$ cat src/rtl/dshot_pkg.sv
// Shared DShot frame layout, decoded-output record and CRC helper.
package dshot_pkg;

    localparam int unsigned FRAME_BITS = 16;
    localparam int unsigned THR_MSB    = 15;
    localparam int unsigned THR_LSB    = 5;
    localparam int unsigned TELEM      = 4;
    localparam int unsigned CRC_MSB    = 3;
    localparam int unsigned CMD_MAX    = 47;

    localparam int unsigned THR_W   = THR_MSB - THR_LSB + 1;
    localparam int unsigned CRC_W   = CRC_MSB + 1;
    localparam int unsigned SPEED_W = 8;
    localparam int unsigned CMD_W   = 6;

    typedef struct packed {
        logic [SPEED_W-1:0] speed;
        logic [CMD_W-1:0]   cmd;
        logic               is_cmd;
        logic               crc_ok;
        logic               valid_speed;
        logic               telem;
    } speed_out_t;

    // XOR of the three nibbles covering throttle and telemetry.
    function automatic logic [CRC_W-1:0] dshot_crc(input logic [11:0] v);
        return v[3:0] ^ v[7:4] ^ v[11:8];
    endfunction

endpackage

$ cat src/rtl/dshot_bit_timer.sv
// Synchronizes the DShot line, times each high pulse and reports bits,
// line faults and inter-frame low timeouts as single-cycle pulses.
module dshot_bit_timer #(
    parameter int unsigned SYNC_STAGES     = 2,
    parameter int unsigned GLITCH_CYCLES   = 8,
    parameter int unsigned BIT_THRESHOLD   = 60,
    parameter int unsigned MAX_HIGH_CYCLES = 120,
    parameter int unsigned FRAME_TIMEOUT   = 240
) (
    input  logic clk,
    input  logic rst_n,
    input  logic dshot_pin,
    output logic line_rise,
    output logic bit_valid,
    output logic bit_value,
    output logic frame_abort
);

    localparam int unsigned HW = $clog2(MAX_HIGH_CYCLES + 2);
    localparam int unsigned LW = $clog2(FRAME_TIMEOUT + 1);

    logic [SYNC_STAGES-1:0] sync_q, sync_d;
    logic                   prev_q, prev_d;
    logic [HW-1:0]          high_cnt_q, high_cnt_d;
    logic [LW-1:0]          low_cnt_q, low_cnt_d;
    logic                   line_rise_q, line_rise_d;
    logic                   bit_valid_q, bit_valid_d;
    logic                   bit_value_q, bit_value_d;
    logic                   frame_abort_q, frame_abort_d;
    logic                   line, rise, fall, timeout;

    always_comb begin
        sync_d        = {sync_q[SYNC_STAGES-2:0], dshot_pin};
        line          = sync_q[SYNC_STAGES-1];
        prev_d        = line;
        rise          = line & ~prev_q;
        fall          = ~line & prev_q;
        high_cnt_d    = '0;
        low_cnt_d     = '0;
        timeout       = 1'b0;

        // High width counts the first high cycle as 1 and saturates past the fault limit.
        if (line) begin
            if (rise)
                high_cnt_d = HW'(1);
            else if (high_cnt_q == HW'(MAX_HIGH_CYCLES + 1))
                high_cnt_d = high_cnt_q;
            else
                high_cnt_d = high_cnt_q + HW'(1);
        end else begin
            timeout   = (low_cnt_q == LW'(FRAME_TIMEOUT - 1));
            low_cnt_d = (low_cnt_q == LW'(FRAME_TIMEOUT)) ? low_cnt_q : low_cnt_q + LW'(1);
        end

        line_rise_d   = rise;
        bit_valid_d   = fall && (high_cnt_q >= HW'(GLITCH_CYCLES))
                             && (high_cnt_q <= HW'(MAX_HIGH_CYCLES));
        bit_value_d   = (high_cnt_q >= HW'(BIT_THRESHOLD));
        frame_abort_d = (fall && (high_cnt_q > HW'(MAX_HIGH_CYCLES))) || timeout;
    end

    always_ff @(posedge clk) begin
        if (!rst_n) begin
            sync_q        <= '0;
            prev_q        <= 1'b0;
            high_cnt_q    <= '0;
            low_cnt_q     <= '0;
            line_rise_q   <= 1'b0;
            bit_valid_q   <= 1'b0;
            bit_value_q   <= 1'b0;
            frame_abort_q <= 1'b0;
        end else begin
            sync_q        <= sync_d;
            prev_q        <= prev_d;
            high_cnt_q    <= high_cnt_d;
            low_cnt_q     <= low_cnt_d;
            line_rise_q   <= line_rise_d;
            bit_valid_q   <= bit_valid_d;
            bit_value_q   <= bit_value_d;
            frame_abort_q <= frame_abort_d;
        end
    end

    assign line_rise   = line_rise_q;
    assign bit_valid   = bit_valid_q;
    assign bit_value   = bit_value_q;
    assign frame_abort = frame_abort_q;

endmodule

$ cat src/rtl/speed_handler.sv
// DShot150 receiver: assembles 16-bit frames, checks CRC and publishes
// motor speed, special-command code and status flags.
module speed_handler
    import dshot_pkg::*;
#(
    parameter int unsigned SYNC_STAGES     = 2,
    parameter int unsigned GLITCH_CYCLES   = 8,
    parameter int unsigned BIT_THRESHOLD   = 60,
    parameter int unsigned MAX_HIGH_CYCLES = 120,
    parameter int unsigned FRAME_TIMEOUT   = 240
) (
    input  logic               clk,
    input  logic               rst_n,
    input  logic               dshotPin,
    output logic [SPEED_W-1:0] outputSpeed,
    output logic [CMD_W-1:0]   specialCommand,
    output logic               isSpecialCommand,
    output logic               CRCValid,
    output logic               processing,
    output logic               isValidSpeed,
    output logic               telemetryBit
);

    localparam int unsigned BCW = $clog2(FRAME_BITS);

    logic                  line_rise, bit_valid, bit_value, frame_abort;
    logic [BCW-1:0]        bit_cnt_q, bit_cnt_d;
    logic [FRAME_BITS-2:0] shift_q, shift_d;
    logic                  processing_q, processing_d;
    speed_out_t            out_q, out_d;
    logic [FRAME_BITS-1:0] frame_w;
    logic [THR_W-1:0]      throttle;
    logic                  crc_ok;

    dshot_bit_timer #(
        .SYNC_STAGES     (SYNC_STAGES),
        .GLITCH_CYCLES   (GLITCH_CYCLES),
        .BIT_THRESHOLD   (BIT_THRESHOLD),
        .MAX_HIGH_CYCLES (MAX_HIGH_CYCLES),
        .FRAME_TIMEOUT   (FRAME_TIMEOUT)
    ) u_bit_timer (
        .clk         (clk),
        .rst_n       (rst_n),
        .dshot_pin   (dshotPin),
        .line_rise   (line_rise),
        .bit_valid   (bit_valid),
        .bit_value   (bit_value),
        .frame_abort (frame_abort)
    );

    always_comb begin
        bit_cnt_d    = bit_cnt_q;
        shift_d      = shift_q;
        processing_d = processing_q;
        out_d        = out_q;
        frame_w      = {shift_q, bit_value};
        throttle     = frame_w[THR_MSB:THR_LSB];
        crc_ok       = (dshot_crc(frame_w[THR_MSB:TELEM]) == frame_w[CRC_MSB:0]);

        if (frame_abort) begin
            bit_cnt_d    = '0;
            shift_d      = '0;
            processing_d = 1'b0;
        end else if (bit_valid) begin
            shift_d      = frame_w[FRAME_BITS-2:0];
            processing_d = 1'b1;
            if (bit_cnt_q == BCW'(FRAME_BITS - 1)) begin
                bit_cnt_d    = '0;
                processing_d = 1'b0;
                out_d.crc_ok = crc_ok;
                // Accepted frame: zero throttle, command range, or real speed.
                if (crc_ok) begin
                    out_d.telem = frame_w[TELEM];
                    if (throttle == '0) begin
                        out_d.speed       = '0;
                        out_d.valid_speed = 1'b1;
                        out_d.is_cmd      = 1'b0;
                    end else if (throttle <= THR_W'(CMD_MAX)) begin
                        out_d.cmd         = throttle[CMD_W-1:0];
                        out_d.is_cmd      = 1'b1;
                        out_d.valid_speed = 1'b0;
                    end else begin
                        out_d.speed       = throttle[THR_W-1:THR_W-SPEED_W];
                        out_d.valid_speed = 1'b1;
                        out_d.is_cmd      = 1'b0;
                    end
                end
            end else begin
                bit_cnt_d = bit_cnt_q + BCW'(1);
            end
        end else if (line_rise) begin
            processing_d = 1'b1;
        end
    end

    always_ff @(posedge clk) begin
        if (!rst_n) begin
            bit_cnt_q    <= '0;
            shift_q      <= '0;
            processing_q <= 1'b0;
            out_q        <= '0;
        end else begin
            bit_cnt_q    <= bit_cnt_d;
            shift_q      <= shift_d;
            processing_q <= processing_d;
            out_q        <= out_d;
        end
    end

    assign outputSpeed      = out_q.speed;
    assign specialCommand   = out_q.cmd;
    assign isSpecialCommand = out_q.is_cmd;
    assign CRCValid         = out_q.crc_ok;
    assign isValidSpeed     = out_q.valid_speed;
    assign telemetryBit     = out_q.telem;
    assign processing       = processing_q;

endmodule

$ cat config.mk
export PLATFORM = sky130hd
export DESIGN_NAME = speed_handler
export DESIGN_NICKNAME = d
export VERILOG_FILES = /design/src/rtl/dshot_pkg.sv /design/src/rtl/dshot_bit_timer.sv /design/src/rtl/speed_handler.sv
export SDC_FILE = /design/constraint.sdc
export NUM_CORES = 1
export LEC_CHECK = 0
export ABC_AREA = 0
export BUFFER_PORTS_ARGS = -buffer_cell sky130_fd_sc_hd__buf_2
export CAP_MARGIN = 20
export CORE_MARGIN = 3
export CORE_UTILIZATION = 35
export DETAILED_ROUTE_END_ITERATION = 8
export GPL_TIMING_DRIVEN = 0
export SYNTH_ARGS = -nofsm -noshare
export SYNTH_HDL_FRONTEND = slang
export SYNTH_SLANG_ARGS = --single-unit
$ cat constraint.sdc
create_clock -name clk -period 2 [get_ports clk]
set_input_delay 0.1 -clock clk [delete_from_list [all_inputs] [get_ports clk]]
set_output_delay 0.1 -clock clk [all_outputs]
set_load 0.01 [all_outputs]
# Yosys cells after proc, flatten, opt, wreduce, memory -nomap -nowiden
# Index checks and enable logic that the tools add are counted.
# totals
register_bits,60
latchBits,0
mem_bits_rw,0
rom_bits,0
in_bits,3
out_inout_bits,19
word_cells,69
n_memories,0
# classes
add_sub_neg,3
mul,0
n_div,0
magnitude_cmp,5
eq_ne,7
n_shift,0
n_mux,13
bitwise,9
n_reduce_logical,14
# op_table
operator,n
equality test 8 bit (second input constant),2
2-to-1 mux 8 bit,2
less-or-equal comparator 11 x 6 -> 1 bit (second input constant),1
zero test 11 bit,1
2-to-1 mux 1 bit,10
adder 8 x 1 -> 8 bit (second input constant),1
bitwise XOR 4 bit,2
adder 7 x 1 -> 7 bit (second input constant),1
equality test 7 bit (second input constant),1
greater-or-equal comparator 7 x 4 -> 1 bit (second input constant),1
greater-or-equal comparator 7 x 6 -> 1 bit (second input constant),1
greater-than comparator 7 bit (second input constant),1
less-or-equal comparator 7 bit (second input constant),1
AND reduction 6 bit,1
NOT 1 bit,5
AND reduction 5 bit,1
adder 4 x 1 -> 4 bit (second input constant),1
equality test 4 bit,1
equality test 4 bit (second input constant),1
2-to-1 mux 4 bit,1
AND reduction 4 bit,1
OR reduction 2 bit,2
logical AND 1 bit,3
AND reduction 3 bit,1
7 further kinds,8

# Longest topological paths before layout
# Gate-level depths: netlist (run 1).
# depth
word_depth,4
ltp_mapped,6
ltp_nobuf,6

# Modules after synthesis
# A second synthesis (run 1) with hierarchy kept.
# unflattened
hier_cells,271
hier_area_um2,2543.7
# by_module_without_submodules
module,instances,cells_each,area_per_inst_um2,seq_area_each_um2
speed_handler,1,164,1584.0,760.7
dshot_bit_timer,1,107,959.7,440.4

# Least setup slack after synthesis (run 1)
# Ideal clock, no wire load.
# synth_path
kind,register to register
from,reg shift_q[7]
to,"reg out_q, in the netlist outputSpeed[0]"
setup_time_ps,72
t_arrival_ps,1448
required_ps,1928
path_slack_ps,481
stages_incl_launch_ff,6
path_buffers,0
synth_period_minus_slack_ps,1519
path_cell_list,dfxtp_1 xnor2_1 xnor2_2 nand3_2 nor3_4 mux2i_1
# synth_between
elab_chain_len,4
word_cells_on_any_way,9
cone_classes,order compare: 1; eq/ne: 2; mux: 2; bitwise: 2; reduce/logical: 2
# synth_lines
item,line_no,rtl
"start, declared",speed_handler.sv:28,"logic [FRAME_BITS-2:0] shift_q, shift_d;"
"start signal, assigned",speed_handler.sv:104,shift_q <= shift_d;
"parallel branches: the longest is 4 deep, another holds less-or-equal comparator 11 x 6 -> 1 bit",-,
"end signal, assigned",speed_handler.sv:106,out_q <= out_d;
"end, declared",speed_handler.sv:30,"speed_out_t out_q, out_d;"
# Several ways; the timed one is not identified. The select of a mux whose other input is x is not followed.
# A chain may end at the register's enable or synchronous reset.

# Worst setup path after layout (run 1)
# layout_path
from,reg bit_cnt_q[0]
to,"reg out_q, in the netlist outputSpeed[5]"
# layout_between
elab_chain_len,2
# layout_lines
item,line_no,rtl
"start, declared",speed_handler.sv:27,"logic [BCW-1:0] bit_cnt_q, bit_cnt_d;"
"start signal, assigned",speed_handler.sv:103,bit_cnt_q <= bit_cnt_d;
equality test 4 bit,speed_handler.sv:67,if (bit_cnt_q == BCW'(FRAME_BITS - 1)) begin
AND reduction 5 bit (no source line),-,
# No other way between the ends.

==> results of run 1 <==
[tightest hold or removal path, stage by stage]
cell and delay, ns:
clkbuf_1 0.20, inv_1 0.14, nor2_1 0.05
[final cells by class]
class | instances | area [µm²]
clock inverter | 3 | 15.0
timing repair buffer | 22 | 130
tap | 96 | 120
sequential | 60 | 1200
multi-input combinational | 188 | 1210
clock buffer | 11 | 141
fill | 699 | 3940
buffer | 11 | 42.5
inverter | 8 | 30.0
[worst paths after layout]
path              slack [ns]                   startpoint                               end
setup / recovery        0.26    bit_cnt_q[0]$_SDFFE_PP0P_       outputSpeed[5]$_SDFFE_PN0P_
hold / removal          0.21                        rst_n  u_bit_timer.bit_value$_SDFF_PN0_
setup reg to reg        0.26    bit_cnt_q[0]$_SDFFE_PP0P_       outputSpeed[5]$_SDFFE_PN0P_
hold reg to reg         0.45  outputSpeed[3]$_SDFFE_PN0P_       outputSpeed[3]$_SDFFE_PN0P_
[registers in the layout, summed over array words and instances (netlist names), 2 cells and up]
register and cells:
u_bit_timer.high_cnt_q 7, u_bit_timer.sync_q 2, shift_q 15, outputSpeed 8, specialCommand 6, bit_cnt_q 4, u_bit_timer.low_cnt_q 8
[per-layer routing]
layer | global-route usage, % | up-vias | wire (µm)
met1 | 14.5 | 830 | 2210
li1 | - | 942 | -
met2 | 19.0 | 22 | 2000
met5 | 0 | - | 0
met4 | 4.97 | 0 | 90
met3 | 4.75 | 12 | 174
[cells in the mapped netlist]
| library cell | instances |
|---|---|
| nor2b_1 | 1 |
| o22ai_1 | 1 |
| a21oi_1 | 5 |
| dfxtp_1 | 60 |
| nand2_1 | 38 |
| nand4_1 | 2 |
| clkbuf_1 | 9 |
| buf_2 | 1 |
| inv_1 | 8 |
| a211oi_1 | 1 |
| nor3_4 | 1 |
| nand3_2 | 1 |
| nor3_1 | 9 |
| or3_1 | 1 |
| nand2b_1 | 3 |
| xnor2_2 | 1 |
| nor2_1 | 40 |
| nand4b_1 | 1 |
| xnor2_1 | 13 |
| ha_1 | 6 |
| o41ai_1 | 1 |
| buf_1 | 1 |
| o21ai_0 | 1 |
| and2_1 | 2 |
| and3_1 | 2 |
| nand3_1 | 8 |
| o211a_1 | 1 |
| o21a_1 | 1 |
| xor2_1 | 12 |
| mux2i_1 | 34 |
| nor4_1 | 2 |
[timing repair]
action                     4_1_cts  5_1_grt
hold buffers                     1        0
buffers inserted                 0        1
hold endpoints to repair         1        0
gates resized for setup          0        0
setup endpoints to repair        0        8
[stage by stage]
stage	total power [mW]	std cells	area [µm²]	hold slack (ns)
2_1_floorplan	1.27	267	2490	0.227
3_3_place_gp	1.29	383	2710	0.318
3_5_place_dp	1.29	383	2710	0.309
4_1_cts	2.20	398	2880	0.191
5_1_grt	2.26	399	2900	0.243
6_report	2.16	399	2900	0.205
[power groups by stage]
stage	logic (mW)	registers (mW)	clock network, mW
6_report	0.0507	1.21	0.894
5_1_grt	0.0590	1.21	0.991
4_1_cts	0.0520	1.21	0.935
3_5_place_dp	0.0501	1.24	0
3_3_place_gp	0.0498	1.24	0
2_1_floorplan	0.0363	1.24	0
[kinds of logic (layout without fill, tap and decap cells)]
group / count (synthesis) / in the layout
muxes: 34 / 34
DFF: 60 / 60
buffers and inverters: 19 / 55
AOI/OAI and AO/OA: 11 / 11
and+or+nand+nor: 111 / 111
adders and majority gates: 6 / 6
xor gates and xnor gates: 26 / 26
==> metrics, run 1 <==
Synth area leaders dfxtp_1, mux2i_1, nor2_1, nand2_1, xnor2_1; largest net degree at the start of global routing 11; die width 90.3 µm; crit path cell chain ha_1, nand4_1, nor2_1, nand2_1, nor3_4, buf_12, mux2i_1; Worst-Margin Slew 0.666 ns; DRT antenna net count 0; worst vdd ir ~0.00038 V; Area Growth Syn to Fin 16.3%; via count 1,806; HPWL Detailed 3160 µm; Setup Crit Path Kind flop to flop; number of global-route vias before repair 1,790; Compound-Gate Fraction of Synth Area 2.82%; critical path required time 2.26 ns; Buffers on Ports 20; Synth Register Bits 60; Max-Cap Viols 0; GP Congestion around 0.8; IO Count 22; Sw Pwr 472 µW; yosys warns 0; CTS tree done; sequential share of power 56.2%; status finished, final reports clean; slowest CP cell dfxtp_1; clock sink count 60; Synth Area in Adders 3.02%; initial antenna violation count 0; Root Buffer clkbuf_8; Vias/cell 4.53; Mean Syn Cell Area 9.32 µm²; post-layout minimum cycle time approximately 1.7 ns; Synth Area in Simple Gates 19.9%; WP depth 7; Syn Inst Count around 270; DRC Markers 0; top cell type by total area after synthesis dfxtp_1; Placeable Area 6830 µm²; Initial Util 36.4%; die height about 90 µm; top cell family by delay on the critical path simple AND/OR/NAND/NOR gates; leak pwr ~1.1 nW; Worst slew margin 55.6%; post-synthesis sequential area ratio about 48%; Gate power share 2.4%; final hold vios 0; critical-path maximum fanout 8; Yosys top cell area share 48.3%; Final nets 309; clock power share 41.5%; sw frac 21.9%; ANT cells 0; internal power 1.68 mW; DP Worst Slack between 0.1 and 0.15 ns; most common cell after layout, fill and taps aside dfxtp_1; syn_nets 276; WP buf/inv 1; largest buffer count on any clock path 2; mux cell area share after synthesis a little over an eighth; commonest non-fill, non-tap cells in the layout dfxtp_1, nor2_1, nand2_1; Mapped Area 2490 µm²; xor and xnor area share after synthesis under 10%; main combinational cell family by area after synthesis simple AND/OR/NAND/NOR gates; Hold Crit Class input pin to flop; Worst-path clk slew approximately 0.060 ns; Setup crit end kind flop; PD cells 744 nW/µm²; router iterations before antenna repair 4; Final WS setup 0.259 ns; Initial DRC Count 62; Worst EP arrival 2.01 ns; final WL 4480 µm; fin util 42.4%; r2r worst-path depth 7; fin. max-slew vios 0; H-tree levels 3; setup TNS 0 ns; final setup violation count 0; GR Overflow Total 0; # rows 30; share of layout cells above drive strength 1 12.5%; CP peak stage delay 0.37 ns; routed len/inst around 11 µm; cts bufs inserted 9; die area roughly 8200 µm²; first-pass GRT wire length 7960 µm; RSZ-0062 raised after global routing false; Setup Skew 0.00502 ns; Startpoint Class flop; fmax 574 MHz; hold depth 3; total track usage a little under an eighth; fin crit share 87.1%; clk_lat worst skew 0.33 ns; post-synth cell types 31
Note: power is estimated with default switching activity, not from simulation.
==> run 2: changes to the inputs <==
- PLACE_DENSITY_LB_ADDON: not set -> 0.08
- SYNTH_HIERARCHICAL: not set -> 1
==> run 2 against run 1 <==
  * Setup slack got worse by 0.13 ns
  * Sequential power is essentially flat
  * Global-route usage grew 0.84 points
  * Synthesized cell count up 1.5%
  * Highest routed layer unchanged
==> metrics, run 2 <==
status finished, final reports clean; final WL a little under 5000 µm; Hold Crit Class input pin to flop; ANT cells 0; clk_lat worst skew roughly 0.33 ns; top-count cell post-synth dfxtp_1; GP Congestion between 0.7 and 0.8; sequential share of power 54.8%; H-tree levels 3; GR Overflow Total 0; DRC Markers 0; HPWL Detailed roughly 3400 µm; Worst slew margin 51.9%; leak pwr 1.16 nW; Mapped Area 2540 µm²; Final WS setup 0.130 ns; xor and xnor area share after synthesis 7.18%; Area Growth Syn to Fin 16.6%; Yosys top cell area share 47.2%; Mean Syn Cell Area 9.39 µm²; Synth Area in Simple Gates 21.5%; leading cell types by count after synthesis dfxtp_1, nand2_1, mux2i_1, nor2_1, a21oi_1; Initial DRC Count slightly below 80; top cell type by total area after synthesis dfxtp_1; Worst-path clk slew 0.07 ns; ys flop type dfxtp_1; Setup crit end kind flop; post-layout minimum cycle time between 1.5 and 2 ns; Root Buffer clkbuf_8; DP Worst Slack 0.0602 ns; Final nets 313; Top reg by flops shift_q; Syn Inst Count between 200 and 300; CP peak stage delay 0.53 ns; routed len/inst 12.2 µm; PD cells 746 nW/µm²; Synth Area in Adders 2.95%; Synth Register Bits 60; Worst-Margin Slew slightly above 0.7 ns; total track usage 12.8%; RSZ-0062 raised after global routing false; number of global-route vias before repair 1,845; Placeable Area 6910 µm²; critical-path maximum fanout 8; async set or reset register ratio after synthesis 0%; Buffers on Ports 21; setup TNS 0 ns; clock sink count 60; final hold vios 0; share of layout cells above drive strength 1 14.9%; cts bufs inserted 9; crit path cell chain xor2_1, xnor2_1, nand3_2, or4_4, buf_6, mux2i_1; post-synth cell types between 40 and 50; Initial Util 36.8%; critical path required time 2.21 ns; fin area 2970 µm²; syn_nets 280; CTS tree done; fin util 42.9%; Worst EP arrival 2.08 ns; die height 91.3 µm; most common cell after layout, fill and taps aside dfxtp_1; # rows 30; fin. max-slew vios 0; placed inst area 2770 µm²; yosys warns 6; largest net degree at the start of global routing 13; Pwr Total 2.21 mW; Startpoint Class flop; fin crit share 93.5%; Largest register FFs 15; mux cell area share after synthesis 12.2%; Compound-Gate Fraction of Synth Area 6.10%; DRT antenna net count 0; sw frac a little over a fifth; Setup Skew 0.00662 ns; via count approximately 1,900; fmax 535 MHz; IO Count 22; final setup violation count 0; Setup Crit Path Kind flop to flop; clock power share 42.8%; initial antenna violation count 0; post-synthesis sequential area ratio between 40% and 50%; die area 8330 µm²; die width 91.3 µm; Sw Pwr 483 µW; internal power 1.73 mW; Vias/cell between 4 and 5; router iterations before antenna repair 5; commonest non-fill, non-tap cells in the layout dfxtp_1, nand2_1, mux2i_1; main combinational cell family by area after synthesis simple AND/OR/NAND/NOR gates; first-pass GRT wire length 8430 µm; largest buffer count on any clock path 2; worst vdd ir 0.000367 V; slowest CP cell or4_4; EDFF count, synth 0; Gate power share 2.4%; Synth area leaders dfxtp_1, mux2i_1, nand2_1, nor2_1, xor2_1; Max-Cap Viols 0
run 2: cell types whose count changed after synthesis, sizes merged, moves of 2 or more:
cell and delta:
xnor2 -5, or3 +5, o21ai +5, a21oi +7, or4 +3, mux2i -3
buf +2, nand3 +2, nor2 -14, nor3 -4, clkbuf -3
run 2: critical path: cells and delay by family (launching register included):
family / cells / cell delay (ns)
xor+xnor: 2 / 0.35
buf+inv: 1 / 0.16
flops: 1 / 0.45
mux: 1 / 0.12
simple gates: 2 / 0.66
run 2: stage by stage:
stage	hold slack (ns)	cells
5_1_grt	0.130	404
4_1_cts	0.106	404
3_3_place_gp	0.305	388
6_report	0.121	404
3_5_place_dp	0.311	388
2_1_floorplan	0.222	271
run 2: final cells by class:
type / count / area, µm²
sequential: 60 / 1200
multi-input combinational: 194 / 1280
fill: 740 / 3940
clock buffer: 13 / 159
buffer: 10 / 48.8
tap: 96 / 120
inverter: 7 / 26.3
clock inverter: 2 / 10.0
timing repair buffer: 22 / 115
run 2: logic make-up (layout without fill, tap and decap cells):
group	after synthesis	in the layout
simple gates	111	111
flops	60	60
mux	31	31
compound gates	26	26
xor+xnor	20	20
buf+inv	17	54
fa+ha+maj	6	6
run 2: worst paths after layout:
| path | startpoint | endpoint | slack, ns | cells past startpoint |
|---|---|---|---|---|
| worst max register to register | shift_q[8]$_SDFFE_PP0P_ | specialCommand[3]$_SDFFE_PN0P_ | 0.13 | 6 |
| worst min register to register | u_bit_timer/sync_q[0]$_SDFF_PN0_ | u_bit_timer/sync_q[1]$_SDFF_PN0_ | 0.44 | 1 |
| worst max-delay path | shift_q[8]$_SDFFE_PP0P_ | specialCommand[3]$_SDFFE_PN0P_ | 0.13 | 6 |
| worst min-delay path | rst_n | u_bit_timer/bit_value$_SDFF_PN0_ | 0.12 | 2 |
run 2: power by group through the flow:
stage          Sequential [mW]  Combinational, mW  Clock [mW]
2_1_floorplan             1.24             0.0349           0
3_3_place_gp              1.24             0.0532           0
3_5_place_dp              1.24             0.0535           0
4_1_cts                   1.21             0.0551       0.984
5_1_grt                   1.21             0.0614        1.04
6_report                  1.21             0.0530       0.946
run 2: timing repair:
action / CTS / global route
hold buffers: 1 / 0
setup buffers: 0 / 0
resized for setup: 0 / 6
endpoints found under the setup margin: 0 / 18
hold endpoints to repair: 1 / 0
run 2: routing by layer:
metal	GRT usage, %	up-vias	share of wire [%]
li1	-	988	-
met1	15.4	898	48
met2	20.7	27	47
met3	2.90	10	3.1
met4	7.91	0	1.8
met5	0	-	0
==> run 3: changes to the inputs <==
- CELL_PAD_IN_SITES_DETAIL_PLACEMENT: not set -> 1
- CELL_PAD_IN_SITES_GLOBAL_PLACEMENT: not set -> 1
==> run 3 against run 2 <==
  * Total power increased by 3.3%
  * Largest cell class unchanged
  * Cell count increased by 0.25%
  * Flip-flop and latch count unchanged
  * Critical path depth unchanged
  * Setup slack got worse by 0.0095 ns
  * Die area unchanged
  * Global-route usage increased by 1.5 points
==> metrics, run 3 (synthesis results as in run 2) <==
HPWL Detailed 3810 µm; DRC Markers 0; Buffers on Ports 21; r2r startpoint shift_q[8]$_SDFFE_PP0P_; worst r2r dst specialCommand[1]$_SDFFE_PN0P_; DP Worst Slack 0.0388 ns; Root Buffer clkbuf_8; via count 1,942; Vias/cell 4.80; DRT antenna net count 0; cts bufs inserted 9; Setup Fix Bufs, Post-CTS 0; fmax 532 MHz; setup TNS 0 ns; critical-path maximum fanout 8; PD cells 767 nW/µm²; largest buffer count on any clock path 2; Worst EP arrival about 2.1 ns; Startpoint Class flop; fin. max-slew vios 0; RSZ-0062 raised after global routing false; GP Congestion 0.722; clock sink count 60; worst vdd ir 0.000270 V; Worst-path clk slew about 0.070 ns; fin crit share between 90 and 100%; GR Overflow Total 0; total track usage between 10% and 20%; share of layout cells above drive strength 1 between 10% and 20%; Final nets 313; die height 91.3 µm; critical path required time 2.23 ns; Largest register FFs 15; # rows 30; leak pwr 1.16 nW; status finished, final reports clean; Hold Crit Start rst_n; Initial Util 36.8%; Initial DRC Count 53; most common cell after layout, fill and taps aside dfxtp_1; final WL between 5000 and 6000 µm; Worst slew margin between 40% and 50%; commonest non-fill, non-tap cells in the layout dfxtp_1, nand2_1, mux2i_1; flop2flop setup slack ~0.12 ns; die width approximately 91 µm; CTS tree done; H-tree levels 3; Top reg by flops shift_q; Area Growth Syn to Fin 17.1%; first-pass GRT wire length 9340 µm; Placeable Area 6910 µm²; Max-Cap Viols 0; Final WS setup ~0.12 ns; largest net degree at the start of global routing 13; r2r worst-path depth 6; number of global-route vias before repair 1,956; hold depth 2; post-layout minimum cycle time 1.88 ns; Setup Crit Path Kind flop to flop; Setup Skew 0.00796 ns; Hold WS 0.127 ns; ANT cells 0; initial antenna violation count 0; Setup crit end kind flop; router iterations before antenna repair 3; clk_lat worst skew 0.34 ns; Hold Crit Class input pin to flop; final hold vios 0; Hold Crit Endpoint u_bit_timer/bit_value$_SDFF_PN0_; Worst-Margin Slew 0.784 ns; routed len/inst 13.4 µm; final setup violation count 0; IO Count 22; die area 8330 µm²
run 3: how the worst max path moves through the flow:
stage                              start  slack, ns  cells past startpoint                        endpoint
2_1_floorplan  bit_cnt_q[0]$_SDFFE_PP0P_       0.23                      6       isValidSpeed$_SDFFE_PN0P_
3_3_place_gp   bit_cnt_q[0]$_SDFFE_PP0P_       0.07                      6  specialCommand[0]$_SDFFE_PN0P_
3_5_place_dp   bit_cnt_q[0]$_SDFFE_PP0P_       0.04                      6     outputSpeed[5]$_SDFFE_PN0P_
4_1_cts        bit_cnt_q[0]$_SDFFE_PP0P_       0.01                      6     outputSpeed[5]$_SDFFE_PN0P_
5_1_grt         shift_q[10]$_SDFFE_PP0P_       0.05                      6  specialCommand[3]$_SDFFE_PN0P_
6_report         shift_q[8]$_SDFFE_PP0P_       0.12                      6  specialCommand[1]$_SDFFE_PN0P_
run 3: report_power, final:
| group | internal [mW] | leakage, nW | total (mW) | switching [mW] |
|---|---|---|---|---|
| Sequential | 1.20 | 0.485 | 1.21 | 0.00892 |
| Combinational | 0.0180 | 0.585 | 0.0544 | 0.0364 |
| Clock | 0.551 | 0.0937 | 1.02 | 0.467 |
run 3: timing repair:
action                                 in CTS  in global routing
gates resized for setup                     0                  6
hold buffers                                1                  0
setup endpoints to repair                   0                 18
endpoints found under the hold margin       1                  0
run 3: final cells by class:
cell class / count / area, µm²
Timing Repair Buffer: 22 / 115
Tap cell: 96 / 120
Buffer: 10 / 48.8
Clock buffer: 15 / 176
Multi-Input combinational cell: 194 / 1280
Inverter: 7 / 26.3
Fill cell: 836 / 3930
Sequential cell: 60 / 1200
Clock inverter: 1 / 5.00
run 3: critical path, stage by stage (launching register included):
cell and delay (ns):
dfxtp_1 0.47, xor2_1 0.21, xnor2_1 0.15, nand3_2 0.13
or4_4 0.52, buf_6 0.16, mux2i_1 0.12
run 3: metrics by stage:
step | utilization [%] | area, µm² | total power [mW] | instances
5_1_grt | 43.1 | 2980 | 2.40 | 405
4_1_cts | 42.9 | 2960 | 2.33 | 405
2_1_floorplan | - | 2540 | 1.27 | 271
3_3_place_gp | 40.1 | 2770 | 1.29 | 388
3_5_place_dp | 40.1 | 2770 | 1.29 | 388
6_report | 43.1 | 2980 | 2.29 | 405
run 3: metal layers:
metal  wire [µm]  share of wire [%]  global-route usage (%)
met4         132                2.4                    8.67
met5           0                  0                       0
met1        2660                 49                    17.9
met2        2500                 46                    22.4
met3         143                2.6                    3.07
